[src/rtl/tamagotchi_input_ctrl_pkg.sv]
// Shared definitions for the pet front-end: command codes, controller states
// and the bit positions of each button inside btn_level.
package tamagotchi_pkg;

    typedef logic [2:0] cmd_id_t;

    localparam cmd_id_t CMD_SALUD     = 3'd0;
    localparam cmd_id_t CMD_ENERGIA   = 3'd1;
    localparam cmd_id_t CMD_HAMBRE    = 3'd2;
    localparam cmd_id_t CMD_DIVERSION = 3'd3;
    localparam cmd_id_t CMD_RESET     = 3'd4;
    localparam cmd_id_t CMD_TEST      = 3'd5;

    localparam int NUM_BTN       = 6;
    localparam int BTN_SALUD     = 0;
    localparam int BTN_ENERGIA   = 1;
    localparam int BTN_HAMBRE    = 2;
    localparam int BTN_DIVERSION = 3;
    localparam int BTN_RESET     = 4;
    localparam int BTN_TEST      = 5;

    typedef enum logic [1:0] {
        IDLE     = 2'd0,
        HOLD     = 2'd1,
        ISSUE    = 2'd2,
        WAIT_REL = 2'd3
    } state_e;

endpackage

[src/rtl/tamagotchi_input_ctrl_if.sv]
// Command handshake between the button front-end (master) and the pet FSM (slave).
interface tamagotchi_input_ctrl_if;
    import tamagotchi_pkg::*;

    logic    cmd_valid;
    logic    cmd_ready;
    cmd_id_t cmd_id;

    modport master (output cmd_valid, output cmd_id, input cmd_ready);
    modport slave  (input cmd_valid, input cmd_id, output cmd_ready);

endinterface

[src/rtl/tamagotchi_input_ctrl_debounce.sv]
// One button lane: 2-flop synchronizer followed by a stable-count debouncer
// that only flips the level after DEBOUNCE_CYCLES consecutive differing samples.
module btn_debounce #(
    parameter int DEBOUNCE_CYCLES = 1000000,
    parameter int CNT_W           = 28
) (
    input  logic clk,
    input  logic reset,
    input  logic raw_i,
    output logic level_o
);

    localparam logic [CNT_W-1:0] CNT_LAST = CNT_W'(DEBOUNCE_CYCLES - 1);
    localparam logic [CNT_W-1:0] CNT_ONE  = CNT_W'(1);

    logic             sync1_q, sync2_q;
    logic             level_q, level_d;
    logic [CNT_W-1:0] cnt_q, cnt_d;

    // Any cycle where the synchronized input agrees with the level restarts the count.
    always_comb begin
        level_d = level_q;
        cnt_d   = '0;
        if (sync2_q != level_q) begin
            if (cnt_q >= CNT_LAST) begin
                level_d = ~level_q;
            end else if (cnt_q != '1) begin
                cnt_d = cnt_q + CNT_ONE;
            end else begin
                cnt_d = cnt_q;
            end
        end
    end

    always_ff @(posedge clk or posedge reset) begin
        if (reset) begin
            sync1_q <= 1'b0;
            sync2_q <= 1'b0;
            level_q <= 1'b0;
            cnt_q   <= '0;
        end else begin
            sync1_q <= raw_i;
            sync2_q <= sync1_q;
            level_q <= level_d;
            cnt_q   <= cnt_d;
        end
    end

    assign level_o = level_q;

endmodule

[src/rtl/tamagotchi_input_ctrl.sv]
// Button front-end for the pet FSM: debounces six buttons, qualifies reset/test
// as long presses, and hands out one prioritized command per press.
module tamagotchi_input_ctrl
    import tamagotchi_pkg::*;
#(
    parameter int DEBOUNCE_CYCLES   = 1000000,
    parameter int LONG_PRESS_CYCLES = 250000000,
    parameter int CNT_W             = 28
) (
    input  logic                       clk,
    input  logic                       reset,
    input  logic                       btn_salud,
    input  logic                       btn_energia,
    input  logic                       btn_hambre,
    input  logic                       btn_diversion,
    input  logic                       btn_reset,
    input  logic                       btn_test,
    input  logic                       ledsign,
    tamagotchi_input_ctrl_if.master    cmd,
    output logic [NUM_BTN-1:0]         btn_level,
    output logic                       busy
);

    localparam logic [CNT_W-1:0] HOLD_LAST = CNT_W'(LONG_PRESS_CYCLES - 1);
    localparam logic [CNT_W-1:0] HOLD_ONE  = CNT_W'(1);

    logic [NUM_BTN-1:0] raw;
    logic               led_s1_q, led_s2_q;
    state_e             state_q, state_d;
    cmd_id_t            id_q, id_d;
    logic [CNT_W-1:0]   hold_q, hold_d;
    logic               held_level;

    assign raw = {btn_test, btn_reset, btn_diversion, btn_hambre, btn_energia, btn_salud};

    for (genvar i = 0; i < NUM_BTN; i++) begin : g_btn
        btn_debounce #(
            .DEBOUNCE_CYCLES(DEBOUNCE_CYCLES),
            .CNT_W          (CNT_W)
        ) u_deb (
            .clk    (clk),
            .reset  (reset),
            .raw_i  (raw[i]),
            .level_o(btn_level[i])
        );
    end

    // ledsign is a slow status level, so synchronizing is enough; no debounce.
    always_ff @(posedge clk or posedge reset) begin
        if (reset) begin
            led_s1_q <= 1'b0;
            led_s2_q <= 1'b0;
        end else begin
            led_s1_q <= ledsign;
            led_s2_q <= led_s1_q;
        end
    end

    assign held_level = (id_q == CMD_RESET) ? btn_level[BTN_RESET] : btn_level[BTN_TEST];

    always_comb begin
        state_d = state_q;
        id_d    = id_q;
        hold_d  = hold_q;
        case (state_q)
            IDLE: begin
                if (btn_level[BTN_RESET]) begin
                    id_d    = CMD_RESET;
                    hold_d  = '0;
                    state_d = HOLD;
                end else if (btn_level[BTN_TEST]) begin
                    id_d    = CMD_TEST;
                    hold_d  = '0;
                    state_d = HOLD;
                end else if (btn_level[BTN_SALUD]) begin
                    id_d    = CMD_SALUD;
                    state_d = ISSUE;
                end else if (btn_level[BTN_ENERGIA] && led_s2_q) begin
                    id_d    = CMD_ENERGIA;
                    state_d = ISSUE;
                end else if (btn_level[BTN_HAMBRE]) begin
                    id_d    = CMD_HAMBRE;
                    state_d = ISSUE;
                end else if (btn_level[BTN_DIVERSION]) begin
                    id_d    = CMD_DIVERSION;
                    state_d = ISSUE;
                end
            end
            HOLD: begin
                if (held_level) begin
                    hold_d = (hold_q == '1) ? hold_q : hold_q + HOLD_ONE;
                    if (hold_d >= HOLD_LAST) begin
                        state_d = ISSUE;
                    end
                end else begin
                    state_d = WAIT_REL;
                end
            end
            ISSUE: begin
                if (cmd.cmd_ready) begin
                    state_d = WAIT_REL;
                end
            end
            WAIT_REL: begin
                // Waiting for every button to clear also swallows arbitration losers.
                if (btn_level == '0) begin
                    state_d = IDLE;
                end
            end
            default: state_d = IDLE;
        endcase
    end

    always_ff @(posedge clk or posedge reset) begin
        if (reset) begin
            state_q <= IDLE;
            id_q    <= CMD_SALUD;
            hold_q  <= '0;
        end else begin
            state_q <= state_d;
            id_q    <= id_d;
            hold_q  <= hold_d;
        end
    end

    assign cmd.cmd_valid = (state_q == ISSUE);
    assign cmd.cmd_id    = id_q;
    assign busy          = (state_q != IDLE);

endmodule
[src/flat_wrapper.sv]
// flat-port wrapper written by rule: the top's interface ports become plain ports
module tamagotchi_input_ctrl_flat import tamagotchi_pkg::*;
#(
    parameter int DEBOUNCE_CYCLES   = 1000000,
    parameter int LONG_PRESS_CYCLES = 250000000,
    parameter int CNT_W             = 28
)
  (clk, reset, btn_salud, btn_energia, btn_hambre, btn_diversion, btn_reset, btn_test, ledsign, btn_level, busy, cmd_cmd_valid, cmd_cmd_id, cmd_cmd_ready);
  tamagotchi_input_ctrl_if cmd_i ();
  input  logic clk;
  input  logic reset;
  input  logic btn_salud;
  input  logic btn_energia;
  input  logic btn_hambre;
  input  logic btn_diversion;
  input  logic btn_reset;
  input  logic btn_test;
  input  logic ledsign;
  output logic [NUM_BTN-1:0] btn_level;
  output logic busy;
  output wire logic [$bits(cmd_i.cmd_valid)-1:0] cmd_cmd_valid;
  output wire logic [$bits(cmd_i.cmd_id)-1:0] cmd_cmd_id;
  input wire logic [$bits(cmd_i.cmd_ready)-1:0] cmd_cmd_ready;
  assign cmd_cmd_valid = cmd_i.cmd_valid;
  assign cmd_cmd_id = cmd_i.cmd_id;
  assign cmd_i.cmd_ready = cmd_cmd_ready;
  tamagotchi_input_ctrl #(.DEBOUNCE_CYCLES(DEBOUNCE_CYCLES), .LONG_PRESS_CYCLES(LONG_PRESS_CYCLES), .CNT_W(CNT_W)) u_core (.clk(clk), .reset(reset), .btn_salud(btn_salud), .btn_energia(btn_energia), .btn_hambre(btn_hambre), .btn_diversion(btn_diversion), .btn_reset(btn_reset), .btn_test(btn_test), .ledsign(ledsign), .cmd(cmd_i), .btn_level(btn_level), .busy(busy));
endmodule
[config.mk]
export PLATFORM = sky130hd
export DESIGN_NAME = tamagotchi_input_ctrl_flat
export DESIGN_NICKNAME = d
export VERILOG_FILES = /design/src/rtl/tamagotchi_input_ctrl_pkg.sv /design/src/rtl/tamagotchi_input_ctrl_if.sv /design/src/rtl/tamagotchi_input_ctrl_debounce.sv /design/src/rtl/tamagotchi_input_ctrl.sv /design/src/flat_wrapper.sv
export SDC_FILE = /design/constraint.sdc
export NUM_CORES = 1
export LEC_CHECK = 0
export CAP_MARGIN = 25
export CORE_ASPECT_RATIO = 0.9
export CORE_MARGIN = 2
export CORE_UTILIZATION = 59
export DETAILED_ROUTE_END_ITERATION = 6
export PLACE_DENSITY = 0.76
export SETUP_SLACK_MARGIN = 0.2
export SLEW_MARGIN = 20
export SYNTH_ARGS = -nofsm -noshare
export SYNTH_HDL_FRONTEND = slang
export SYNTH_HIERARCHICAL = 1
export SYNTH_SLANG_ARGS = --single-unit
[constraint.sdc]
create_clock -name clk -period 8.8 [get_ports clk]
set_clock_uncertainty 0.15 [all_clocks]
set_input_delay 1.76 -clock clk [delete_from_list [all_inputs] [get_ports clk]]
set_output_delay 1.76 -clock clk [all_outputs]
set_load 0.01 [all_outputs]
### Word-level counts from Yosys, hierarchy flattened

Cells that the tools add are included.
W data, S select, Z words.

| storage, ports and cells | value |
|---|---|
| register bits after elaboration | 221 |
| latch bits | 0 |
| memory bits (writable) | 0 |
| ROM bits | 0 |
| bits of input ports | 10 |
| output and inout bits | 11 |
| word-level logic and storage cells | 134 |
| memories | 0 |

| operators by class | value |
|---|---|
| add/subtract/negate cells | 7 |
| multiply operators | 0 |
| divide/modulo/power cells | 0 |
| order comparisons | 7 |
| eq/ne operators | 29 |
| shift-type cells | 0 |
| muxes and demuxes | 41 |
| bitwise operators | 6 |
| reductions and logical operators | 15 |

Operators by type and width:

| cell | number |
|---|---|
| $mux W28 | 22 |
| $add A28 B1 Y28 const B | 7 |
| $ge A28 B20 Y1 const B | 6 |
| $ne A28 B28 Y1 const B | 6 |
| $pmux W28 S2 | 1 |
| $eq A28 B28 Y1 const B | 1 |
| $ge A28 B28 Y1 const B | 1 |
| $mux W2 | 10 |
| $mux W3 | 6 |
| $ne A3 B1 Y1 const B | 6 |
| $reduce_and A2 Y1 | 7 |
| $pmux W2 S4 | 1 |
| $ne A7 B6 Y1 const B | 1 |
| $logic_not A6 Y1 | 1 |
| $ne A1 B1 Y1 | 6 |
| $ne A2 B1 Y1 const B | 3 |
| $ne A3 B3 Y1 const B | 2 |
| $not A1 Y1 | 6 |
| $reduce_bool A6 Y1 | 1 |
| $eq A2 B2 Y1 const B | 2 |
| $reduce_and A4 Y1 | 1 |
| $reduce_bool A2 Y1 | 2 |
| $eq A3 B3 Y1 const B | 1 |
| $reduce_and A3 Y1 | 1 |
| 4 further kinds | 4 |

### Longest topological paths before layout

Gate-level depths: netlist of the first run.

| logic depth | value |
|---|---|
| depth after elaboration | 7 |
| gate-level depth with buffers | 12 |
| mapped depth without buffers | 9 |

### By module

Netlist of the first run, hierarchy kept.

By module, submodules not included:

| module | instances | cells each | area each (um^2) | seq. area each (um^2) |
|---|---|---|---|---|
| btn_debounce | 6 | 149 | 1537.7 | 775.7 |
| tamagotchi_input_ctrl | 1 | 322 | 2723.9 | 875.8 |

### Worst setup path before layout of the first run

OpenSTA, ideal clock, no wires.

| path | value |
|---|---|
| kind | input -> register |
| from | input port cmd_cmd_ready |
| to | register u_core.state_q[0] |
| library setup time | 0.128 ns |
| arrival time | 2.851 ns |
| data required time | 8.522 ns |
| slack | 5.672 ns |
| cell stages on the path | 6 |
| path buffers | 0 |
| path through | nor2b_1 -> o32ai_1 -> nand2b_1 -> a21oi_1 -> a211oi_2 -> mux2_1 |

| on the way | value |
|---|---|
| cells in the longest elaborated chain, start to end | 2 |

RTL lines:

| item | RTL line | RTL |
|---|---|---|
| from (decl) | flat_wrapper.sv:23 | `input wire logic [$bits(cmd_i.cmd_ready)-1:0] cmd_cmd_ready;` |
| $ne A2 B1 Y1 (no source line) | - |  |
| $reduce_and A4 Y1 (no source line) | - |  |
| to (signal assigned) | tamagotchi_input_ctrl.sv:120 | `state_q <= state_d;` |
| to (decl) | tamagotchi_input_ctrl.sv:29 | `state_e state_q, state_d;` |

Every way passes these cells.
A chain may end at the register's enable or synchronous reset.

### Final worst setup path of the first run

| path | value |
|---|---|
| from | register u_core.state_q[1] |
| to | output port busy |

| on the way | value |
|---|---|
| cells in the longest elaborated chain, start to end | 1 |

RTL lines:

| item | RTL line | RTL |
|---|---|---|
| $reduce_bool A2 Y1 | tamagotchi_input_ctrl.sv:128 | `assign busy = (state_q != IDLE);` |
| to (decl) | flat_wrapper.sv:20 | `output logic busy;` |

Every way passes these cells.

==> flow_metrics.tcl, run 1 <==
set metrics [dict create \
    status "completed" \
    cap_viol_max_count 0 \
    yosys_register_bits 221 \
    drt_iter0_drc 782 \
    p_leak_nw 4.75 \
    avgSynthCellArea_um2 9.83 \
    synth_cell_types 75 \
    layout.nets 1284 \
    ir_worst_vdd_uv 192 \
    end_kind "output port" \
    async_flop_share_pct 100 \
    antenna_found_initial 0 \
    required_ns 6.89 \
    final_cell_area_mm2 0.0133 \
    hold_depth 0 \
    synth_edf_count 0 \
    cts_tree "done" \
    grt.overflow.total 0 \
    startpoint_type "register" \
    grt_max_degree 32 \
    place_congestion 0.886 \
    cts_hold_buffers 0 \
    drv_slew 0 \
    reg2reg_slack_ns 4.97 \
    rows 49 \
    htree_levels 1 \
    fp.dieW_um 154 \
    clk_pin_slew_ns 0.06 \
    ys_seq_area_share_pct 46.3 \
    syn_inst 1216 \
    min_path_type "register to register" \
    max_freq_mhz 255 \
    drtAntennaViolNets 0 \
    grt_use_met2_pct 39.2 \
    rsz0062_at_grt "no" \
    dp_hpwl_um 17000 \
    clock_sinks 221 \
    period_minus_slack_ns 3.92 \
    grt_pass1_wl_um 44600 \
    synth_flop_cell "dfrtp_1" \
    relSlewSlack_pct 39.8 \
    die-area_mm2 0.0214 \
    cts_buffers 24 \
    dp.cells 1487 \
    finalCritPeriodShare_pct 44.5 \
    power_density_mw_per_mm2 180 \
    hold_viol 0 \
    min_from "u_core/g_btn[5].u_deb/sync1_q$_DFF_PP0_" \
    grt_usage_pct 24.6 \
    wl_per_cell_um 16.9 \
    final_util_pct 66.8 \
    cts_setup_buffers 0 \
    die_h_um 139 \
    wl_um 25900 \
    synth.cell_area_mm2 0.0120 \
    ys_warn_count 6 \
    insertedDiodeCount 0 \
    post_cts_resized 0 \
    setup_tns_ns 0 \
    cts_root_buf "clkbuf_16" \
    reg2reg_to "u_core/state_q[0]$_DFFE_PP0P_" \
    drc_errors 0 \
    grt_use_met3_pct 3.19 \
    initial_core_util_pct 60.0 \
    first_global_vias 9102 \
    cts.path.max_buffers 3 \
    tightest_slew_ns 0.896 \
    vias_per_cell 6.39 \
    rr_worst_depth 9 \
    path_max_fanout 9 \
    min_to "u_core/g_btn[5].u_deb/sync2_q$_DFF_PP0_" \
    first_pass_iters 6 \
    via_count 9810 \
    setup_viol 0 \
    criticalPathCategory "register to output port" \
    clk_latency_ns 0.53 \
    final_cells 1535 \
    use_met1_pct 35.8 \
    grt_busiest_layer "met2" \
    io_pins 21 \
    area_growth_pct 11.4 \
    post_dp_cell_area_mm2 0.0124 \
    port_buffers 20 \
    core_mm2 0.0199 \
    cp_data_arrival_time_ns 2.01 \
    worstReg2RegStart "u_core/hold_q[0]$_DFFE_PP0P_" \
    final_layout_size_suffix_gt1_share_pct 12.9 \
]
==> placed cells by master (no fill, tap or decap), types with 10 or more instances in the layout <==
| cell type | netlist | layout |
|---|---|---|
| a211oi_1 | 32 | 32 |
| a21oi_1 | 69 | 69 |
| a21oi_2 | 24 | 24 |
| a31oi_1 | 29 | 29 |
| and2_1 | 10 | 10 |
| and3_1 | 10 | 10 |
| and4_1 | 25 | 25 |
| clkbuf_16 | 0 | 24 |
| clkdlybuf4s50_1 | 0 | 20 |
| conb_1 | 6 | 48 |
| dfrtp_1 | 221 | 221 |
| ha_1 | 11 | 11 |
| inv_1 | 39 | 38 |
| mux2i_1 | 12 | 12 |
| nand2_1 | 67 | 67 |
| nand3_1 | 57 | 57 |
| nand4_1 | 60 | 60 |
| nor2_1 | 96 | 96 |
| nor3_1 | 40 | 40 |
| nor4_1 | 10 | 10 |
| o21ai_0 | 34 | 34 |
| o21ai_1 | 20 | 20 |
| o31ai_1 | 38 | 38 |
| or3_2 | 18 | 18 |
| or4_1 | 30 | 30 |
| or4_2 | 18 | 18 |
| xnor2_1 | 36 | 36 |
| xor2_1 | 13 | 13 |
==> power by group <==
group	total (mW)	switching (mW)	internal (mW)
Combinational	0.273	0.167	0.106
Clock	1.05	0.408	0.639
Sequential	1.08	0.0281	1.05
==> flip-flops by register name, indices dropped and copies added (netlist names) <==
signal / cells
u_core/state_q: 2
u_core/g_btn.u_deb/cnt_q: 168
u_core/g_btn.u_deb/sync1_q: 6
u_core/cmd.cmd_id: 3
u_core/g_btn.u_deb/sync2_q: 6
u_core/g_btn.u_deb/level_o: 6
u_core/led_s1_q: 1
u_core/led_s2_q: 1
u_core/hold_q: 28
==> per-layer routing <==
layer / part of all wire [%] / wire, um
met4: 1.9 / 500
met3: 4.6 / 1180
met1: 46 / 11900
met5: 0 / 0
met2: 48 / 12300
==> cells in the mapped netlist (11+ instances only) <==
cell type	number	share of area, %
nand4_1	60	3.1
nand3_1	57	2.4
a21oi_1	69	2.9
or3_2	18	1.1
a21oi_2	24	1.8
ha_1	11	1.2
or4_2	18	1.3
inv_1	39	1.2
xnor2_1	36	2.6
a31oi_1	29	1.5
or4_1	30	1.9
nand2_1	67	2.1
nor2_1	96	3.0
buf_2	11	0.46
o31ai_1	38	2.4
and4_1	25	1.8
a211oi_1	32	2.0
mux2i_1	12	1.0
clkbuf_1	27	0.85
dfrtp_1	221	46
xor2_1	13	0.95
nor3_1	40	1.7
o21ai_1	20	0.84
o21ai_0	34	1.4
==> critical path, cell delays in order, from the launching register on <==
cell             delay [ns]
dfrtp_1                0.41
inv_1                  0.11
ha_1                   0.39
inv_1                  0.11
clkdlybuf4s50_1        0.49
==> logic make-up after synthesis <==
group / count (synthesis) / share of synthesized area (%)
AO/OA/AOI/OAI: 328 / 19.4
buffers and inverters: 93 / 3.77
adder cells (fa/ha/maj): 11 / 1.15
flip-flops: 221 / 46.3
AND/OR/NAND/NOR: 488 / 23.8
XOR/XNOR: 49 / 3.59
multiplexers: 20 / 1.76
other: 6 / 0.188
==> cell type report <==
cell class	instances	area (um2)
clock buffer	31	687
multi-input combinational	944	6150
fill	1543	6610
clock inverter	12	154
tap	255	319
inverter	39	146
sequential	221	5530
timing repair buffer	33	332
==> worst max-delay path by stage <==
stage | from | end | slack, ns | cells after the start
after floorplan | cmd_cmd_ready | u_core/state_q[0]$_DFFE_PP0P_ | 5.67 | 6
after global placement | cmd_cmd_ready | u_core/state_q[0]$_DFFE_PP0P_ | 5.00 | 7
after detailed placement | cmd_cmd_ready | u_core/state_q[0]$_DFFE_PP0P_ | 4.96 | 7
after CTS | u_core/state_q[1]$_DFFE_PP0P_ | busy | 4.85 | 4
after global routing | u_core/hold_q[0]$_DFFE_PP0P_ | u_core/state_q[0]$_DFFE_PP0P_ | 4.73 | 9
final | u_core/state_q[1]$_DFFE_PP0P_ | busy | 4.88 | 4
==> per-stage QoR <==
stage | hold WS (ns) | setup slack [ns] | total power [mW]
floorplan | 0.181 | 5.67 | 1.27
global placement | 0.183 | 5.00 | 1.35
detailed placement | 0.185 | 4.96 | 1.37
CTS | 0.199 | 4.85 | 2.42
global route | 0.213 | 4.73 | 2.50
finish | 0.199 | 4.88 | 2.40
Power figures use the tool's default switching activity.
==> inputs of run 2 (changes only) <==
Settings changed: CORE_UTILIZATION 59 to 57, PLACE_DENSITY 0.76 to 0.77.
Clock period 8.8 ns to 3.22 ns, I/O delays scaled along.
==> flow_metrics.tcl, run 2 (synthesized netlist as in run 1, its figures left out) <==
set metrics [dict create \
    layout.nets 1335 \
    core_mm2 0.0207 \
    criticalPathCategory "register to register" \
    antenna_found_initial 1 \
    cap_viol_max_count 0 \
    regMostFlops "u_core/g_btn.u_deb/cnt_q" \
    cts.path.max_buffers 3 \
    cts_root_buf "clkbuf_16" \
    clockPowerShare_pct 40.2 \
    die_h_um 141 \
    setup_viol 0 \
    ir_worst_vdd_uv 335 \
    min_path_type "register to register" \
    power.internal_mw 4.73 \
    regArea_mm2 0.00554 \
    mostFrequentLayoutCells "dfrtp_1, nor2_1, a21oi_1" \
    cts_buffers 25 \
    port_buffers 20 \
    io_pins 21 \
    end_kind "register" \
    clock_sinks 221 \
    place_congestion 0.895 \
    rows 50 \
    wl_um 27100 \
    final_cells 1613 \
    insertedDiodeCount 0 \
    finalCritPeriodShare_pct 90.9 \
    dp.cells 1566 \
    die-area_mm2 0.0221 \
    path_max_fanout 2 \
    rsz0062_at_grt "yes" \
    cts_tree "done" \
    hold_viol 0 \
    grt_max_degree 36 \
    p_leak_nw 4.94 \
    swShare_pct 25.7 \
    htree_levels 1 \
    startpoint_type "register" \
    power_density_mw_per_mm2 465 \
    first_global_vias 9509 \
    grt.overflow.total 0 \
    tightest_slew_ns 0.847 \
    cp_data_arrival_time_ns 3.18 \
    first_pass_iters 6 \
    cts_hold_buffers 0 \
    dp_hpwl_um 18200 \
    drtAntennaViolNets 0 \
    reg.largest.list "u_core/g_btn.u_deb/cnt_q: 168 flops, u_core/hold_q: 28 flops" \
    largest_reg_flops 168 \
    setup_tns_ns 0 \
    final_common_cell "dfrtp_1" \
    wl_per_cell_um 16.8 \
    status "completed" \
    final_layout_size_suffix_gt1_share_pct 16.7 \
    drt_iter0_drc 905 \
    final_cell_area_mm2 0.0137 \
    post_dp_cell_area_mm2 0.0128 \
    relSlewSlack_pct 43.1 \
    grt_usage_pct 24.8 \
    fill_cells 1640 \
    combPwrFrac_pct 13.6 \
    clk_pin_slew_ns 0.06 \
    required_ns 3.47 \
    area_growth_pct 14.3 \
    p_seq_share_pct 46.2 \
    period_minus_slack_ns 2.93 \
    multi_input_area_mm2 0.00621 \
    clk_latency_ns 0.52 \
    switchingPower_mw 1.63 \
    vias_per_cell 6.19 \
    drc_errors 0 \
    max_freq_mhz 342 \
    drv_slew 0 \
    fp.dieW_um 157 \
    via_count 9991 \
    initial_core_util_pct 57.7 \
    grt_pass1_wl_um 46000 \
]
run 2: changes by cell type in the layout (fill, tap and decap cells not counted), sizes merged:
cell | previous run | this run
clkinvlp | 3 | 0
inv | 39 | 40
clkinv | 6 | 3
bufinv | 3 | 0
clkbuf | 31 | 36
buf | 13 | 63
run 2: path summary, 6_finish.rpt:
| check | startpoint | endpoint | slack (ns) | cells after the start |
|---|---|---|---|---|
| hold / removal | u_core/g_btn[4].u_deb/sync1_q$_DFF_PP0_ | u_core/g_btn[4].u_deb/sync2_q$_DFF_PP0_ | 0.19 | 0 |
| setup / recovery | u_core/hold_q[0]$_DFFE_PP0P_ | u_core/state_q[0]$_DFFE_PP0P_ | 0.29 | 9 |
| hold reg to reg | u_core/g_btn[4].u_deb/sync1_q$_DFF_PP0_ | u_core/g_btn[4].u_deb/sync2_q$_DFF_PP0_ | 0.19 | 0 |
| min in group asynchronous | reset | u_core/g_btn[2].u_deb/level_o$_DFFE_PP0P_ | 0.60 | 3 |
| max in group asynchronous | reset | u_core/hold_q[11]$_DFFE_PP0P_ | 1.94 | 3 |
| setup reg to reg | u_core/hold_q[0]$_DFFE_PP0P_ | u_core/state_q[0]$_DFFE_PP0P_ | 0.29 | 9 |
run 2: layout make-up:
class / count / area share, %
Multi-Input combinational cell: 944 / 45.5
Sequential cell: 221 / 40.5
Clock buffer: 36 / 5.10
Timing Repair Buffer: 83 / 5.02
Tap cell: 286 / 2.62
Inverter: 39 / 1.07
Clock inverter: 4 / 0.174
run 2: metal layers:
metal	global-route usage [%]	routed length (um)	vias to the layer above
met2	39.5	12500	269
met5	0	0	-
met1	36.1	12600	4865
met4	6.52	633	0
li1	-	-	4816
met3	3.21	1280	41
run 2: power groups by stage:
stage | Sequential, mW | Combinational, mW | Clock, mW
global placement | 2.98 | 0.751 | 0
CTS | 2.93 | 0.811 | 2.62
global route | 2.95 | 0.965 | 2.73
floorplan | 2.98 | 0.490 | 0
detailed placement | 2.99 | 0.764 | 0
finish | 2.94 | 0.867 | 2.55
run 2: stage by stage:
step	total power [mW]	util, %	worst slack, ns	hold slack, ns
after floorplan	3.47	-	0.202	0.181
after global placement	3.73	61.8	0.160	0.185
after detailed placement	3.75	61.8	0.108	0.185
after CTS	6.36	65.4	0.238	0.196
after global routing	6.64	66.0	0.128	0.207
final	6.36	66.0	0.292	0.195
run 2: what timing repair did:
| item | 4_1_cts | 5_1_grt |
|---|---|---|
| setup buffers | 3 | 4 |
| endpoints found under the setup margin | 1 | 2 |
| pin swaps | 1 | 10 |
| gates resized for setup | 3 | 20 |
run 2: worst max-delay path: stages (launching register included):
cell	delay [ns]
dfrtp_1	0.41
ha_4	0.28
nand3b_1	0.11
o22a_1	0.24
or4_4	0.52
a2bb2oi_2	0.15
o211ai_1	0.20
nand4_1	0.14
a211oi_2	0.28
mux2_4	0.32
==> patch: new RTL, flow settings as in run 2 <==
Register the inputs `btn_salud`, `btn_energia`, `btn_hambre`, `btn_diversion` and `btn_test` before use, with the module's reset. The logic sees them one clock later. The other inputs are not delayed to match.
--- a/src/rtl/tamagotchi_input_ctrl.sv
+++ b/src/rtl/tamagotchi_input_ctrl.sv
@@ -26,2 +26,24 @@
 
+    logic btn_salud_q;
+    logic btn_energia_q;
+    logic btn_hambre_q;
+    logic btn_diversion_q;
+    logic btn_test_q;
+
+    always_ff @(posedge clk or posedge reset) begin
+        if (reset) begin
+            btn_salud_q     <= '0;
+            btn_energia_q   <= '0;
+            btn_hambre_q    <= '0;
+            btn_diversion_q <= '0;
+            btn_test_q      <= '0;
+        end else begin
+            btn_salud_q     <= btn_salud;
+            btn_energia_q   <= btn_energia;
+            btn_hambre_q    <= btn_hambre;
+            btn_diversion_q <= btn_diversion;
+            btn_test_q      <= btn_test;
+        end
+    end
+
     logic [NUM_BTN-1:0] raw;
@@ -33,3 +55,3 @@
 
-    assign raw = {btn_test, btn_reset, btn_diversion, btn_hambre, btn_energia, btn_salud};
+    assign raw = {btn_test_q, btn_reset, btn_diversion_q, btn_hambre_q, btn_energia_q, btn_salud_q};
 
Behaviour: same outputs for any inputs over 10 cycles, from zero or initial values and one cycle with reset high; that may be too few to reach the edited logic, so the function may still have changed.
==> patch against run 2 <==
Power rose by 9.1%. Wire length fell by 8.7%. Combinational power rose by 1%. Final area rose by 0.90%. Sequential share of layout area rose by 0.63 points. Sequential cell count rose by 5. Fmax fell by 4.1%. Sequential power rose by 2%. Die area fell by 0.14%. Largest power group is now clock. Setup slack got worse by 130 ps. Synthesized area fell by 0.15%. Count of clock-buffer cells in the layout fell by 3.
==> patch: results <==
export IMPL_placed_cell_area_mm2=0.01267
export IMPL_r2r_start="u_core/hold_q[3]"
export IMPL_drt_pass1_iterations=6
export IMPL_grt_pass1_wl_um=42230
export IMPL_pre_cts_ws_ps=62.53
export IMPL_max_clock_path_buffers=3
export IMPL_worstSetupEndpoint="u_core/state_q[1]"
export IMPL_hold_class="reg -> reg"
export IMPL_worst_hold_path_endpoint="u_core/g_btn[3].u_deb/sync2_q"
export IMPL_comb_cell_power_uw=877
export IMPL_vias=8843
export IMPL_wl_per_cell_um=17.12
export IMPL_p_int_uw=5186
export IMPL_hpwl_um=16600
export IMPL_seq_area_frac_synth_pct=47.39
export IMPL_min_from="u_core/g_btn[3].u_deb/sync1_q"
export IMPL_final_layout_size_suffix_gt1_share_pct=25.76
export IMPL_clk_pin_slew_ps=60
export IMPL_synthTopCellsByCount="dfrtp_1 (226), nand2_1 (78), nand3_1 (78), nor3_2 (78), o21ai_0 (67)"
export IMPL_status="finished clean"
export IMPL_drt_initial_drc_count=744
export IMPL_synth_distinct_cells=68
export IMPL_min_period_over_period_pct=94.87
export IMPL_p_leak_uw=0.005273
export IMPL_grt_max_degree=41
export IMPL_synth_area_leaders="dfrtp_1 (47%), nor3_2 (6.5%), a211oi_2 (3.8%), xor2_1 (3.7%), nand3_1 (3.3%)"
export IMPL_nNetsFinal=1188
export IMPL_antenna_found_initial=0
export IMPL_ys_async_sr_fraction_pct=100.0
export IMPL_path_delay_family="simple AND/OR/NAND/NOR gates"
export IMPL_critPathLaunchType="flip-flop"
export IMPL_r2r_slack_ps=170
export IMPL_num_fill_cells=1552
export IMPL_reg2reg_depth=10
export IMPL_cts_inserted_buffers=24
export IMPL_max_slew_margin_pct=39.37
export IMPL_power_frac_seq_pct=43.2
export IMPL_cpPeakStageDelay_ps=620
export IMPL_ir_worst_vdd_mv=0.4454
export IMPL_grt_pass1_vias=8678
export IMPL_place_gp_congestion=0.8990
export IMPL_crit_fanout=7
export IMPL_worstPathArrival_ps=3300
export IMPL_grt_usage_pct=22.98
patch: cell count changes after synthesis, moves of 21 or more:
cell,run 2,this run
nor3_2,7,78
nor2_1,96,28
a21oi_1,69,10
xor2_1,13,50
a211oi_2,2,36
nand4_1,60,27
o21ai_0,34,67
nor3_1,40,8
a211oi_1,32,6
inv_1,39,15
a21oi_2,24,1
nand3_1,57,78
patch: timing repair:
| action | 4_1_cts | 5_1_grt |
|---|---|---|
| pin swaps | 2 | 8 |
| setup buffers | 3 | 8 |
| resized for setup | 12 | 25 |
| setup endpoints to repair | 2 | 2 |
patch: cell type report:
type                    count  area share, %
repair buffers             73          4.393
multi-input cells         827          45.14
well taps                 260          2.360
flip-flops and latches    226          41.16
inverters                  15         0.4084
clock inverters            10          1.352
clock buffers              33          5.192
patch: cells by family (layout without fill, tap and decap cells):
kind of cell	after synthesis	after routing	synth area share, %
DFF	226	226	47.39
buffers and inverters	58	131	3.062
AOI/OAI and AO/OA	202	202	14.09
adders and majority gates	11	11	1.153
other	6	48	0.1887
muxes	10	10	0.9436
xor gates and xnor gates	86	86	6.312
and+or+nand+nor	470	470	26.85
patch: through the flow:
| stage | util [%] | hold WS (ps) | total power (uW) | instances |
|---|---|---|---|---|
| 2_1_floorplan | - | 181.2 | 3568 | 1111 |
| 3_3_place_gp | 61.36 | 182.0 | 3882 | 1390 |
| 3_5_place_dp | 61.36 | 189.3 | 3901 | 1390 |
| 4_1_cts | 65.98 | 202.3 | 7001 | 1436 |
| 5_1_grt | 66.78 | 202.1 | 7242 | 1444 |
| 6_report | 66.78 | 198.3 | 6934 | 1444 |
patch: layer usage:
layer	vias up	share of wire (%)	GRT usage (%)
li1	4186	-	-
met1	4368	45	33.24
met2	225	47	36.56
met3	64	4.3	2.749
met4	0	2.8	7.291
met5	-	0	0
